**config.mk**
```make
export PLATFORM = sky130hd
export DESIGN_NAME = l2_write_buffer
export DESIGN_NICKNAME = d
export VERILOG_FILES = /design/src/rtl/l2_write_buffer.sv
export SDC_FILE = /design/constraint.sdc
export NUM_CORES = 1
export LEC_CHECK = 0
export ABC_AREA = 0
export CORE_UTILIZATION = 40
export CTS_CLUSTER_SIZE = 20
export DETAILED_ROUTE_END_ITERATION = 10
export PLACE_DENSITY = 0.67
export SLEW_MARGIN = 5
export SYNTH_ARGS = -nofsm -noshare
export SYNTH_HDL_FRONTEND = slang
export SYNTH_SLANG_ARGS = --single-unit
export TNS_END_PERCENT = 100
```
**constraint.sdc**
```tcl
create_clock -name clk -period 2.5 [get_ports clk]
set_input_delay 0.625 -clock clk [delete_from_list [all_inputs] [get_ports clk]]
set_output_delay 0.625 -clock clk [all_outputs]
set_load 0.005 [all_outputs]
```
**src/rtl/l2_write_buffer.sv**
```systemverilog
// l2_write_buffer: dirty-line FIFO between L2 and memory; reads bypass queued writebacks.
// Optional macro WB_READ_FORWARD_EN: serve read hits straight from the buffer instead of draining first.
module l2_write_buffer #(
    parameter int DEPTH    = 4,
    parameter int OFFSET_W = 4
) (
    input  logic         clk,
    input  logic         reset_n,
    input  logic         mem_read,
    input  logic         mem_write,
    input  logic [15:0]  mem_address,
    input  logic [127:0] mem_wdata,
    output logic [127:0] mem_rdata,
    output logic         mem_resp,
    output logic         pmem_read,
    output logic         pmem_write,
    output logic [15:0]  pmem_address,
    output logic [127:0] pmem_wdata,
    input  logic [127:0] pmem_rdata,
    input  logic         pmem_resp,
    output logic         buf_full,
    output logic         buf_empty
);
    localparam int PW = $clog2(DEPTH);
    localparam int TW = 16 - OFFSET_W;
    localparam logic [PW:0] FULL = (PW + 1)'(DEPTH);
    localparam logic [PW:0] ONE = (PW + 1)'(1);

    typedef enum logic [1:0] {IDLE, RD_MEM, WR_MEM, RESP} state_t;

    state_t           state;
    logic [DEPTH-1:0] valid;
    logic [TW-1:0]    tags  [DEPTH];
    logic [127:0]     lines [DEPTH];
    logic [PW-1:0]    head, tail, hidx;
    logic [PW:0]      count;
    logic [TW-1:0]    req_tag;
    logic             hit;
    logic             unused_offset;

    assign req_tag = mem_address[15:OFFSET_W];
    assign unused_offset = ^mem_address[OFFSET_W-1:0];

    // Find the single valid entry holding the requested line, if any
    always_comb begin
        hit = 1'b0;
        hidx = '0;
        for (int i = 0; i < DEPTH; i++)
            if (valid[i] && tags[i] == req_tag) begin
                hit = 1'b1;
                hidx = PW'(i);
            end
    end

    // Arbitration (write, then read, then drain), memory handshakes and FIFO bookkeeping
    always_ff @(posedge clk or negedge reset_n) begin
        if (!reset_n) begin
            state <= IDLE;
            valid <= '0;
            head <= '0;
            tail <= '0;
            count <= '0;
            mem_resp <= 1'b0;
            pmem_read <= 1'b0;
            pmem_write <= 1'b0;
            mem_rdata <= '0;
            pmem_address <= '0;
            pmem_wdata <= '0;
            buf_full <= 1'b0;
            buf_empty <= 1'b1;
            for (int i = 0; i < DEPTH; i++) begin
                tags[i] <= '0;
                lines[i] <= '0;
            end
        end else begin
            case (state)
                IDLE: begin
                    if (mem_write && (hit || !buf_full)) begin
                        if (hit)
                            lines[hidx] <= mem_wdata;
                        else begin
                            valid[tail] <= 1'b1;
                            tags[tail] <= req_tag;
                            lines[tail] <= mem_wdata;
                            tail <= tail + 1'b1;
                            count <= count + 1'b1;
                            buf_full <= count == FULL - ONE;
                            buf_empty <= 1'b0;
                        end
                        mem_resp <= 1'b1;
                        state <= RESP;
                    end else if (mem_read && !mem_write && !hit) begin
                        pmem_address <= {req_tag, {OFFSET_W{1'b0}}};
                        pmem_read <= 1'b1;
                        state <= RD_MEM;
                    end
`ifdef WB_READ_FORWARD_EN
                    else if (mem_read && !mem_write) begin
                        mem_rdata <= lines[hidx];
                        mem_resp <= 1'b1;
                        state <= RESP;
                    end
`endif
                    else if (!buf_empty && !(mem_read && mem_write)) begin
                        pmem_address <= {tags[head], {OFFSET_W{1'b0}}};
                        pmem_wdata <= lines[head];
                        pmem_write <= 1'b1;
                        state <= WR_MEM;
                    end
                end
                RD_MEM: begin
                    if (pmem_resp) begin
                        mem_rdata <= pmem_rdata;
                        pmem_read <= 1'b0;
                        mem_resp <= 1'b1;
                        state <= RESP;
                    end
                end
                WR_MEM: begin
                    if (pmem_resp) begin
                        pmem_write <= 1'b0;
                        valid[head] <= 1'b0;
                        head <= head + 1'b1;
                        count <= count - 1'b1;
                        buf_full <= 1'b0;
                        buf_empty <= count == ONE;
                        state <= IDLE;
                    end
                end
                RESP: begin
                    mem_resp <= 1'b0;
                    state <= IDLE;
                end
                default: state <= IDLE;
            endcase
        end
    end
endmodule

```
==> run metrics, run 1 <==
# DRC=0; die area=95200 µm²; grt ovf=0; largest net degree at the start of global routing=103; H-tree Lvls=3; IO Pins=around 550; Hold EP=tags[3]; hold slack final=0.377 ns; M3 GR Usage=0.0547; Yosys warnings=0; Netlist cell types=39; per-cell routed wire length=between 20 and 25 µm; ys flop type=dfrtp_1; Chip Width=just over 300 µm; Hold Crit Start=mem_address[7]; nets=3498; worst r2r src=tags[40]; most frequent cell on the critical path=nor4_4; worst r2r dst=pmem_wdata[113]; clk root buf=clkbuf_16; post-route antenna net violation count=0; Peak supply drop=approximately 0.71 mV; PwrDens=1280 nW/µm²; Period minus WS final=2.74 ns; Worst Setup End Kind=register; Max Clock Skew=between 0.015 and 0.02 ns; Total Wirelength=104000 µm; final setup violation count=roughly 630; clk_lat worst skew=~0.66 ns; max incr delay on CP=roughly 0.44 ns; CP max FO=8; unrepaired setup endpoints after global routing=true; number of antenna violations at the first check in global routing=14; DP Area=46200 µm²; Starting Density=0.403; Syn Inst Count=between 2000 and 2500; FF-to-FF path depth=11; Vias=about 23000; Core Rows=between 100 and 150; Final HPWL DP=around 68000 µm; Final Cycle Share=1.10; failing checks=negative setup slack; Pins Over Slew Limit=0; R2R setup slack=-0.24 ns; async set-or-reset flop fraction in the synthesized netlist=1.00; M2 GR Usage=0.366; kind of start point of the critical path=register; first-pass GRT wire length=roughly 160000 µm; Num CTS Buffers=95; CTS tree=built; Slew headroom=0.599; commonest non-fill, non-tap cell in the layout=dfrtp_1; sequential-to-total area share from yosys stat=0.563; area of the mapped netlist=between 30000 and 40000 µm²; crit path kind=register to register; 1st-iter DRT viols=around 1200; Worst Hold Depth=2; Final Instance Area=52000 µm²; slowest library cell on the worst path=dfrtp_2; Reg clk slew, reported paths=roughly 0.060 ns; gr usage total=0.214; met1 Usage GRT=0.266; port bufs=~550; Critical Path RT=roughly 3.0 ns; vias in the first global route=~26000; Core ar.=93200 µm²; busiest metal layer after global routing=met2; worst path cell trace=xnor2_4 -> nand4_1 -> nor4_4 -> buf_4 -> nor4_4 -> a21boi_2 -> and4b_4 -> buf_12 -> buf_16 -> buf_8 -> mux2_2; Area Growth Syn to Fin=38.4%; clk sinks=between 800 and 900; GPL Wtd Cong=between 0.8 and 0.9; die height=309 µm; WP data arrival=3.29 ns; most frequent cells in the layout=841 x dfrtp_1, 532 x clkdlybuf4s50_1, 467 x mux2_2, 238 x mux2_4, 159 x nand2_1; status=finished, violations left; Worst-Margin Slew=approximately 0.6 ns; f_max=364 MHz; P_leak=22.8 nW; share of cells above drive strength 1=0.416; Hold Crit Class=primary input to register; Final Hold Viols=0; Post-synth EDFFs=0; router iterations before antenna repair=4; synthesized area per cell=15.6 µm²; Synth Register Bits=~850; Longest Clk Path Bufs=3; max-cap viol count=0; final worst setup slack=-0.244 ns; via/cell ratio=around 5.1
==> flip-flops by register name, summed over array words and instances (netlist names) <==
signal	count
lines	512
mem_rdata	128
pmem_wdata	128
tags	48
pmem_address	12
valid	4
count	3
head	2
state	2
tail	2
buf_empty	1
buf_full	1
mem_resp	1
pmem_read	1
pmem_write	1
==> timing repair <==
item | CTS | global route
hold buffers | 1 | 0
pin swaps | 17 | 20
gates resized for setup | 123 | 84
gates cloned | 26 | 16
setup endpoints to repair | 701 | 702
hold endpoints to repair | 15 | 0
setup buffers | 45 | 13
==> critical path, delay by kind of cell, from the launching register on <==
family                 cells  cell delay [ns]
flip-flops                 1             0.44
buffers and inverters      4             0.59
XOR/XNOR                   1             0.16
AO/OA/AOI/OAI              1             0.11
AND/OR/NAND/NOR            4             0.97
multiplexers               1             0.34
==> per-layer routing <==
| layer | wire [µm] | part of all wire |
|---|---|---|
| met1 | 42700 | 0.41 |
| met2 | 53000 | 0.51 |
| met3 | 5970 | 0.057 |
| met4 | 2720 | 0.026 |
| met5 | 126 | 0.0012 |
==> synthesized netlist by cell type, types with 2 or more instances <==
library cell / n / share of area
mux2_1: 29 / 0.0087
nor2_1: 7 / 0.00070
nor4_2: 4 / 0.0013
nand2_1: 160 / 0.016
buf_6: 27 / 0.0081
clkbuf_1: 63 / 0.0063
mux2_2: 483 / 0.14
a21oi_1: 8 / 0.0011
and2_1: 2 / 0.00033
xnor2_1: 52 / 0.012
nand4_1: 8 / 0.0013
buf_2: 45 / 0.0060
ha_1: 12 / 0.0040
dfrtp_1: 845 / 0.56
nand3_1: 8 / 0.0011
buf_4: 8 / 0.0016
mux2i_1: 128 / 0.034
o21ai_0: 7 / 0.00093
mux4_2: 140 / 0.084
nor4_4: 2 / 0.0011
buf_12: 11 / 0.0059
inv_1: 136 / 0.014
nor2b_1: 2 / 0.00033
nor3_1: 3 / 0.00040
or2_2: 3 / 0.00050
a31oi_1: 2 / 0.00033
mux2_4: 200 / 0.080
==> final cells by class <==
| class | count | area [µm²] |
|---|---|---|
| timing repair buffer | 856 | 10100 |
| clock inverter | 31 | 408 |
| fill | 7273 | 41100 |
| clock buffer | 143 | 2890 |
| inverter | 136 | 510 |
| antenna | 4 | 10.0 |
| tap | 1254 | 1570 |
| multi-input combinational | 1274 | 15300 |
| sequential | 846 | 21200 |
==> stage by stage <==
step	setup slack [ns]	utilization	cells	power (W)	setup TNS, ns
floorplan	-0.278	-	2410	0.0384	-69.25
detailed placement	-1.19	0.496	4273	0.0502	-714.96
global route	-0.319	0.558	4544	0.0699	-149.93
finish	-0.244	0.558	4544	0.0664	-79.20
global placement	-1.17	0.496	4273	0.0491	-705.40
CTS	-0.269	0.549	4516	0.0661	-113.75
==> worst max-delay path by stage <==
stage	start	endpoint	slack [ns]	cells after the start
floorplan	mem_address[9]	lines[100]	-0.28	11
global placement	mem_address[7]	lines[207]	-1.17	11
detailed placement	mem_address[7]	lines[250]	-1.19	11
CTS	tags[40]	pmem_wdata[106]	-0.27	11
global route	tags[38]	pmem_wdata[126]	-0.32	11
finish	tags[40]	pmem_wdata[113]	-0.24	11
==> power breakdown <==
| part | leakage (nW) | switching, W | internal (W) |
|---|---|---|---|
| sequential | 10.4 | 0.00403 | 0.0202 |
| combinational | 10.7 | 0.00992 | 0.0177 |
| clock | 1.62 | 0.00567 | 0.00890 |
| total | 22.8 | 0.0196 | 0.0468 |
==> cells by family after synthesis <==
logic type      share of synthesized area
compound gates                    0.00409
xor+xnor                           0.0121
fa+ha+maj                         0.00399
buf+inv                            0.0414
flops                               0.563
mux                                 0.351
other cells                     0.0000997
simple gates                       0.0241
Note: power is estimated with default switching activity, not from simulation.
==> inputs of run 2 (changes only) <==
- CORE_UTILIZATION: 40 -> 44
- PLACE_DENSITY: 0.67 -> 0.72
- clock period: 2.5 -> 2.42 ns (I/O delays scaled with it)
==> run 2 against run 1 <==
The flow still finishes with violations (negative setup slack). Clock power barely moved. Global-route usage increased by 2.7 points. Sequential share of layout area down 0.62 points. Largest power group unchanged.
==> run metrics, run 2 (synthesis gave the netlist of run 1 again) <==
Peak supply drop=0.757 mV (was 0.710 mV); post-route antenna net violation count=0 (unchanged); port bufs=545 (unchanged); f_max=367 MHz (was 364 MHz); die height=294 µm (was 309 µm); max incr delay on CP=0.43 ns (was 0.44 ns); slowest library cell on the worst path=dfrtp_1 (was dfrtp_2); Slew headroom=0.658 (was 0.599); gr usage total=0.241 (was 0.214); number of antenna violations at the first check in global routing=16 (was 14); Worst-Margin Slew=0.514 ns (was 0.601 ns); clk_lat worst skew=0.64 ns (was 0.66 ns); final setup violation count=650 (was 628); worst r2r src=tags[32] (was tags[40]); unrepaired setup endpoints after global routing=true (unchanged); most frequent cells in the layout=842 x dfrtp_1, 532 x clkdlybuf4s50_1, 456 x mux2_4, 246 x mux2_2, 154 x nand2_1 (was 841 x dfrtp_1, 532 x clkdlybuf4s50_1, 467 x mux2_2, 238 x mux2_4, 159 x nand2_1); # DRC=0 (unchanged); Core ar.=84100 µm² (was 93200 µm²); IO Pins=554 (unchanged); Max Clock Skew=0.0313 ns (was 0.0153 ns); per-cell routed wire length=24.6 µm (was 23.0 µm); kind of start point of the critical path=register (unchanged); Reg clk slew, reported paths=0.06 ns (about the same); H-tree Lvls=3 (unchanged); Worst Setup End Kind=register (unchanged); Pins Over Slew Limit=0 (unchanged); 1st-iter DRT viols=1517 (was 1214); Top Family by Delay on Critical Path=simple AND/OR/NAND/NOR gates (unchanged); Area Growth Syn to Fin=40.5% (was 38.4%); Total Wirelength=109000 µm (was 104000 µm); Hold EP=tags[16] (was tags[3]); Final Hold Viols=0 (unchanged); vias in the first global route=26400 (was 25800); DP Worst Slack=-1.18 ns (was -1.19 ns); Starting Density=0.447 (was 0.403); worst path cell trace=xnor2_2 -> nand4_1 -> nor4_4 -> buf_4 -> nor4_4 -> a21boi_2 -> and4b_4 -> buf_12 -> buf_12 -> buf_12 -> mux2_4 (was xnor2_4 -> nand4_1 -> nor4_4 -> buf_4 -> nor4_4 -> a21boi_2 -> and4b_4 -> buf_12 -> buf_16 -> buf_8 -> mux2_2); nets=3512 (was 3498); largest net degree at the start of global routing=100 (was 103); final worst setup slack=-0.303 ns (was -0.244 ns); top flop regs=lines: 512 flops, mem_rdata: 128 flops, pmem_wdata: 128 flops (unchanged); crit path kind=register to register (unchanged); P_leak=23.5 nW (was 22.8 nW); router iterations before antenna repair=5 (was 4); max-cap viol count=0 (unchanged); Critical Path RT=2.93 ns (was 3.04 ns); failing checks=negative setup slack (unchanged); most frequent cell on the critical path=buf_12 (was nor4_4); CP bufs+invs=4 (unchanged); Chip Width=294 µm (was 309 µm); Period minus WS final=2.72 ns (was 2.74 ns); Core Rows=106 (was 112); Most flops, register=lines (unchanged); commonest non-fill, non-tap cell in the layout=dfrtp_1 (unchanged); Final HPWL DP=68900 µm (was 67900 µm); CTS tree=built (unchanged); post-route core utilization=0.628 (was 0.558); clk root buf=clkbuf_16 (unchanged); Longest Clk Path Bufs=3 (unchanged); WP data arrival=3.24 ns (was 3.29 ns); share of cells above drive strength 1=0.423 (was 0.416); Worst Hold Depth=2 (unchanged); grt ovf=0 (unchanged); max reg flops=512 (unchanged); Vias=23500 (was 22900); GPL Wtd Cong=0.819 (was 0.810); Setup TNS=-120.38 ns (was -79.20 ns); Hold Crit Start=mem_address[8] (was mem_address[7]); die area=86600 µm² (was 95200 µm²); status=finished, violations left (unchanged); CP max FO=7 (was 8); worst r2r dst=pmem_wdata[6] (was pmem_wdata[113]); R2R setup slack=-0.30 ns (was -0.24 ns); via/cell ratio=5.32 (was 5.05); Final Cycle Share=1.13 (was 1.10); first-pass GRT wire length=160000 µm (was 156000 µm); PwrDens=1330 nW/µm² (was 1280 nW/µm²); clk sinks=846 (unchanged); Num CTS Buffers=92 (was 95); Hold Crit Class=primary input to register (unchanged); hold slack final=0.395 ns (was 0.377 ns); FF-to-FF path depth=11 (unchanged)
-- run 2: worst max path at each step --
| stage | startpoint | to | slack (ns) | cells past startpoint |
|---|---|---|---|---|
| after global routing | tags[21] | lines[174] | -0.38 | 12 |
| after CTS | tags[20] | lines[106] | -0.31 | 11 |
| final | tags[32] | pmem_wdata[6] | -0.30 | 11 |
| after floorplan | mem_address[9] | lines[100] | -0.34 | 11 |
| after detailed placement | mem_address[8] | pmem_wdata[122] | -1.18 | 10 |
| after global placement | mem_address[13] | lines[181] | -1.16 | 10 |
-- run 2: per-stage QoR --
stage	instance area, µm²	power, W	instances
final	52800	0.0701	4428
after global routing	52800	0.0734	4427
after CTS	51500	0.0688	4380
after detailed placement	46600	0.0525	4148
after global placement	46600	0.0513	4148
after floorplan	38400	0.0405	2410
-- run 2: cell type report --
cell class              count  area [µm²]
fillers                  6031       31200
flip-flops and latches    846       21200
multi-input cells        1274       16300
repair buffers            873       10400
clock buffers             123        2590
well taps                1134        1420
inverters                 136         510
clock inverters            37         459
diodes                      5        12.5
-- run 2: worst register-to-register path: stages (launching register included) --
cell and delay, ns:
dfrtp_1 0.43, xnor2_2 0.16, nand4_1 0.15, nor4_4 0.06
buf_4 0.14, nor4_4 0.38, a21boi_2 0.10, and4b_4 0.43
buf_12 0.18, buf_12 0.14, buf_12 0.12, mux2_4 0.30
-- run 2: metal layers --
layer	wire (µm)	global-route usage	vias up	part of all wire
li1	-	-	10100	-
met5	102	0	-	0.00094
met1	44800	0.306	12400	0.41
met2	54200	0.404	778	0.50
met3	6970	0.0612	189	0.064
met4	2930	0.0813	18	0.027
-- run 2: power breakdown --
group	total, W	internal, W	leakage [nW]	switching [W]
Combinational	0.0305	0.0197	11.6	0.0107
Sequential	0.0253	0.0209	10.4	0.00439
Clock	0.0143	0.00845	1.51	0.00583
-- run 2: what timing repair did --
| action | 4_1_cts | 5_1_grt |
|---|---|---|
| gates cloned | 26 | 30 |
| pin swaps | 23 | 27 |
| gates resized for setup | 197 | 175 |
| buffers inserted | 45 | 27 |
| endpoints found under the hold margin | 20 | 0 |
| hold buffers | 1 | 0 |
| setup endpoints to repair | 701 | 700 |
==> inputs of run 3 (changes only) <==
- CTS_CLUSTER_DIAMETER: unset -> 100
- GPL_TIMING_DRIVEN: unset -> 0
- PLACE_DENSITY: 0.72 -> unset
- PLACE_DENSITY_LB_ADDON: unset -> 0.05
==> run 3 against run 2 <==
The run still ends with negative setup slack left. Cell area fell by 4.7%. Sequential share of layout area rose by 1.9 points. Hold slack got worse by 0.15 ns. Final cell count fell by 2.9%. Sequential cell count did not move. Fmax fell by 5.0%. Non-clock buffer count fell by 26. Utilization fell by 2.9 points. Die area did not move.
==> run metrics, run 3 (synthesis gave the netlist of run 1 again) <==
port bufs=533 (was 545); final worst setup slack=-0.447 ns (was -0.303 ns); die area=86600 µm² (unchanged); # DRC=0 (unchanged); Worst-Margin Slew=0.847 ns (was 0.514 ns); Final Cycle Share=1.18 (was 1.13); commonest non-fill, non-tap cell in the layout=dfrtp_1 (unchanged); CP max FO=6 (was 7); CP bufs+invs=6 (was 4); Total Wirelength=107000 µm (was 109000 µm); Final Instance Area=50400 µm² (was 52800 µm²); nets=3442 (was 3512); H-tree Lvls=2 (was 3); CTS tree=built (unchanged); Core ar.=84100 µm² (unchanged); worst r2r src=tags[36] (was tags[32]); post-route antenna net violation count=0 (unchanged); WP data arrival=3.38 ns (was 3.24 ns); Critical Path End=pmem_wdata[36] (was pmem_wdata[6]); die height=294 µm (unchanged); WP depth=13 (was 11); Peak supply drop=0.717 mV (was 0.757 mV); Core Rows=106 (unchanged); max-cap viol count=0 (unchanged); Vias=22600 (was 23500); via/cell ratio=5.27 (was 5.32); Area Growth Syn to Fin=34.0% (was 40.5%); final setup violation count=809 (was 650); router iterations before antenna repair=4 (was 5); kind of start point of the critical path=register (unchanged); Hold Crit Start=mem_address[9] (was mem_address[8]); largest net degree at the start of global routing=121 (was 100); Final HPWL DP=69100 µm (was 68900 µm); top flop regs=lines: 512 flops, mem_rdata: 128 flops, pmem_wdata: 128 flops (unchanged); Setup TNS=-218.04 ns (was -120.38 ns); clk sinks=846 (unchanged); per-cell routed wire length=24.8 µm (was 24.6 µm); post-route core utilization=0.599 (was 0.628); Most flops, register=lines (unchanged); grt ovf=0 (unchanged); max incr delay on CP=0.44 ns (was 0.43 ns); Chip Width=294 µm (unchanged); Pins Over Slew Limit=0 (unchanged); Critical Path RT=2.93 ns (about the same); GPL Wtd Cong=0.806 (was 0.819); Num CTS Buffers=48 (was 92); number of antenna violations at the first check in global routing=19 (was 16); status=finished, violations left (unchanged); Starting Density=0.447 (unchanged); slowest library cell on the worst path=dfrtp_1 (unchanged); Worst Hold Depth=2 (unchanged); worst r2r dst=pmem_wdata[36] (was pmem_wdata[6]); Critical path origin=tags[36] (was tags[32]); first-pass GRT wire length=157000 µm (was 160000 µm); most frequent cells in the layout=845 x dfrtp_1, 531 x clkdlybuf4s50_1, 374 x mux2_4, 338 x mux2_2, 157 x nand2_1 (was 842 x dfrtp_1, 532 x clkdlybuf4s50_1, 456 x mux2_4, 246 x mux2_2, 154 x nand2_1); max reg flops=512 (unchanged); 1st-iter DRT viols=1098 (was 1517); PwrDens=1240 nW/µm² (was 1330 nW/µm²); Hold Crit Class=primary input to register (unchanged); Final Hold Viols=0 (unchanged); clk_lat worst skew=0.64 ns (about the same); Worst Setup End Kind=register (unchanged); clk root buf=clkbuf_16 (unchanged); Period minus WS final=2.87 ns (was 2.72 ns); failing checks=negative setup slack (unchanged); DP Area=45400 µm² (was 46600 µm²); vias in the first global route=24800 (was 26400); P_leak=22.1 nW (was 23.5 nW); Longest Clk Path Bufs=3 (unchanged); f_max=349 MHz (was 367 MHz); worst path cell trace=xnor2_2 -> nand3_2 -> nor4_4 -> buf_4 -> nor4_4 -> buf_4 -> nand3b_4 -> and4b_4 -> buf_12 -> buf_16 -> buf_12 -> buf_12 -> mux2_4 (was xnor2_2 -> nand4_1 -> nor4_4 -> buf_4 -> nor4_4 -> a21boi_2 -> and4b_4 -> buf_12 -> buf_12 -> buf_12 -> mux2_4); FF-to-FF path depth=13 (was 11); Slew headroom=0.435 (was 0.658); Reg clk slew, reported paths=0.09 ns (was 0.06 ns); R2R setup slack=-0.45 ns (was -0.30 ns); most frequent cell on the critical path=buf_12 (unchanged); Max Clock Skew=0.0291 ns (was 0.0313 ns); share of cells above drive strength 1=0.394 (was 0.423); Top Family by Delay on Critical Path=simple AND/OR/NAND/NOR gates (unchanged); crit path kind=register to register (unchanged); unrepaired setup endpoints after global routing=true (unchanged); IO Pins=554 (unchanged); gr usage total=0.239 (was 0.241)
[run 3: changes by cell type in the layout (fill, tap and decap cells not counted), moves of 11 or more]
cell	before	now
mux2_2	246	338
mux2_4	456	374
buf_4	127	54
clkbuf_16	119	75
clkinv_2	22	1
buf_6	25	41
clkbuf_2	3	17
clkbuf_8	15	3
xnor2_1	23	35
buf_8	30	19
xnor2_2	28	17
[run 3: worst register-to-register path, stage by stage (launching register included)]
cell      delay, ns
dfrtp_1        0.44
xnor2_2        0.26
nand3_2        0.13
nor4_4         0.31
buf_4          0.18
nor4_4         0.05
buf_4          0.14
nand3b_4       0.07
and4b_4        0.31
buf_12         0.14
buf_16         0.15
buf_12         0.13
buf_12         0.13
mux2_4         0.30
[run 3: how the worst min path moves through the flow]
stage | endpoint | slack, ns
after detailed placement | valid[2] | 0.47
final | tags[17] | 0.25
after global placement | lines[115] | 0.47
after floorplan | buf_full | 0.31
after CTS | lines[340] | -0.06
after global routing | tags[5] | 0.24
[run 3: through the flow]
| stage | total power [W] | hold slack (ns) | std cells | setup slack [ns] |
|---|---|---|---|---|
| CTS | 0.0620 | -0.0621 | 4246 | -0.536 |
| detailed placement | 0.0511 | 0.471 | 4085 | -1.34 |
| floorplan | 0.0405 | 0.309 | 2410 | -0.338 |
| global placement | 0.0504 | 0.468 | 4077 | -36.20 |
| global route | 0.0658 | 0.236 | 4294 | -0.519 |
| finish | 0.0623 | 0.250 | 4298 | -0.447 |
[run 3: what timing repair did]
action,4_1_cts,5_1_grt
endpoints found under the setup margin,797,806
hold endpoints to repair,69,39
pin swaps,15,19
cloned,37,16
gates resized for setup,239,149
setup buffers,71,51
[run 3: cell type report]
class | count | area, µm²
fillers | 6407 | 33700
flip-flops and latches | 846 | 21200
multi-input cells | 1274 | 15900
repair buffers | 708 | 8390
plain buffers | 139 | 1690
well taps | 1134 | 1420
clock buffers | 49 | 1230
inverters | 136 | 510
clock inverters | 4 | 38.8
diodes | 8 | 20.0
[run 3: layer usage]
layer	routed length (µm)	track usage	up-vias
li1	-	-	9911
met1	44700	0.311	12100
met2	53800	0.408	533
met3	5910	0.0539	125
met4	2140	0.0531	22
met5	134	0	-
[run 3: report_power, final]
part	switching, W	internal, W
Combinational	0.0105	0.0187
Sequential	0.00394	0.0208
Clock	0.00472	0.00363
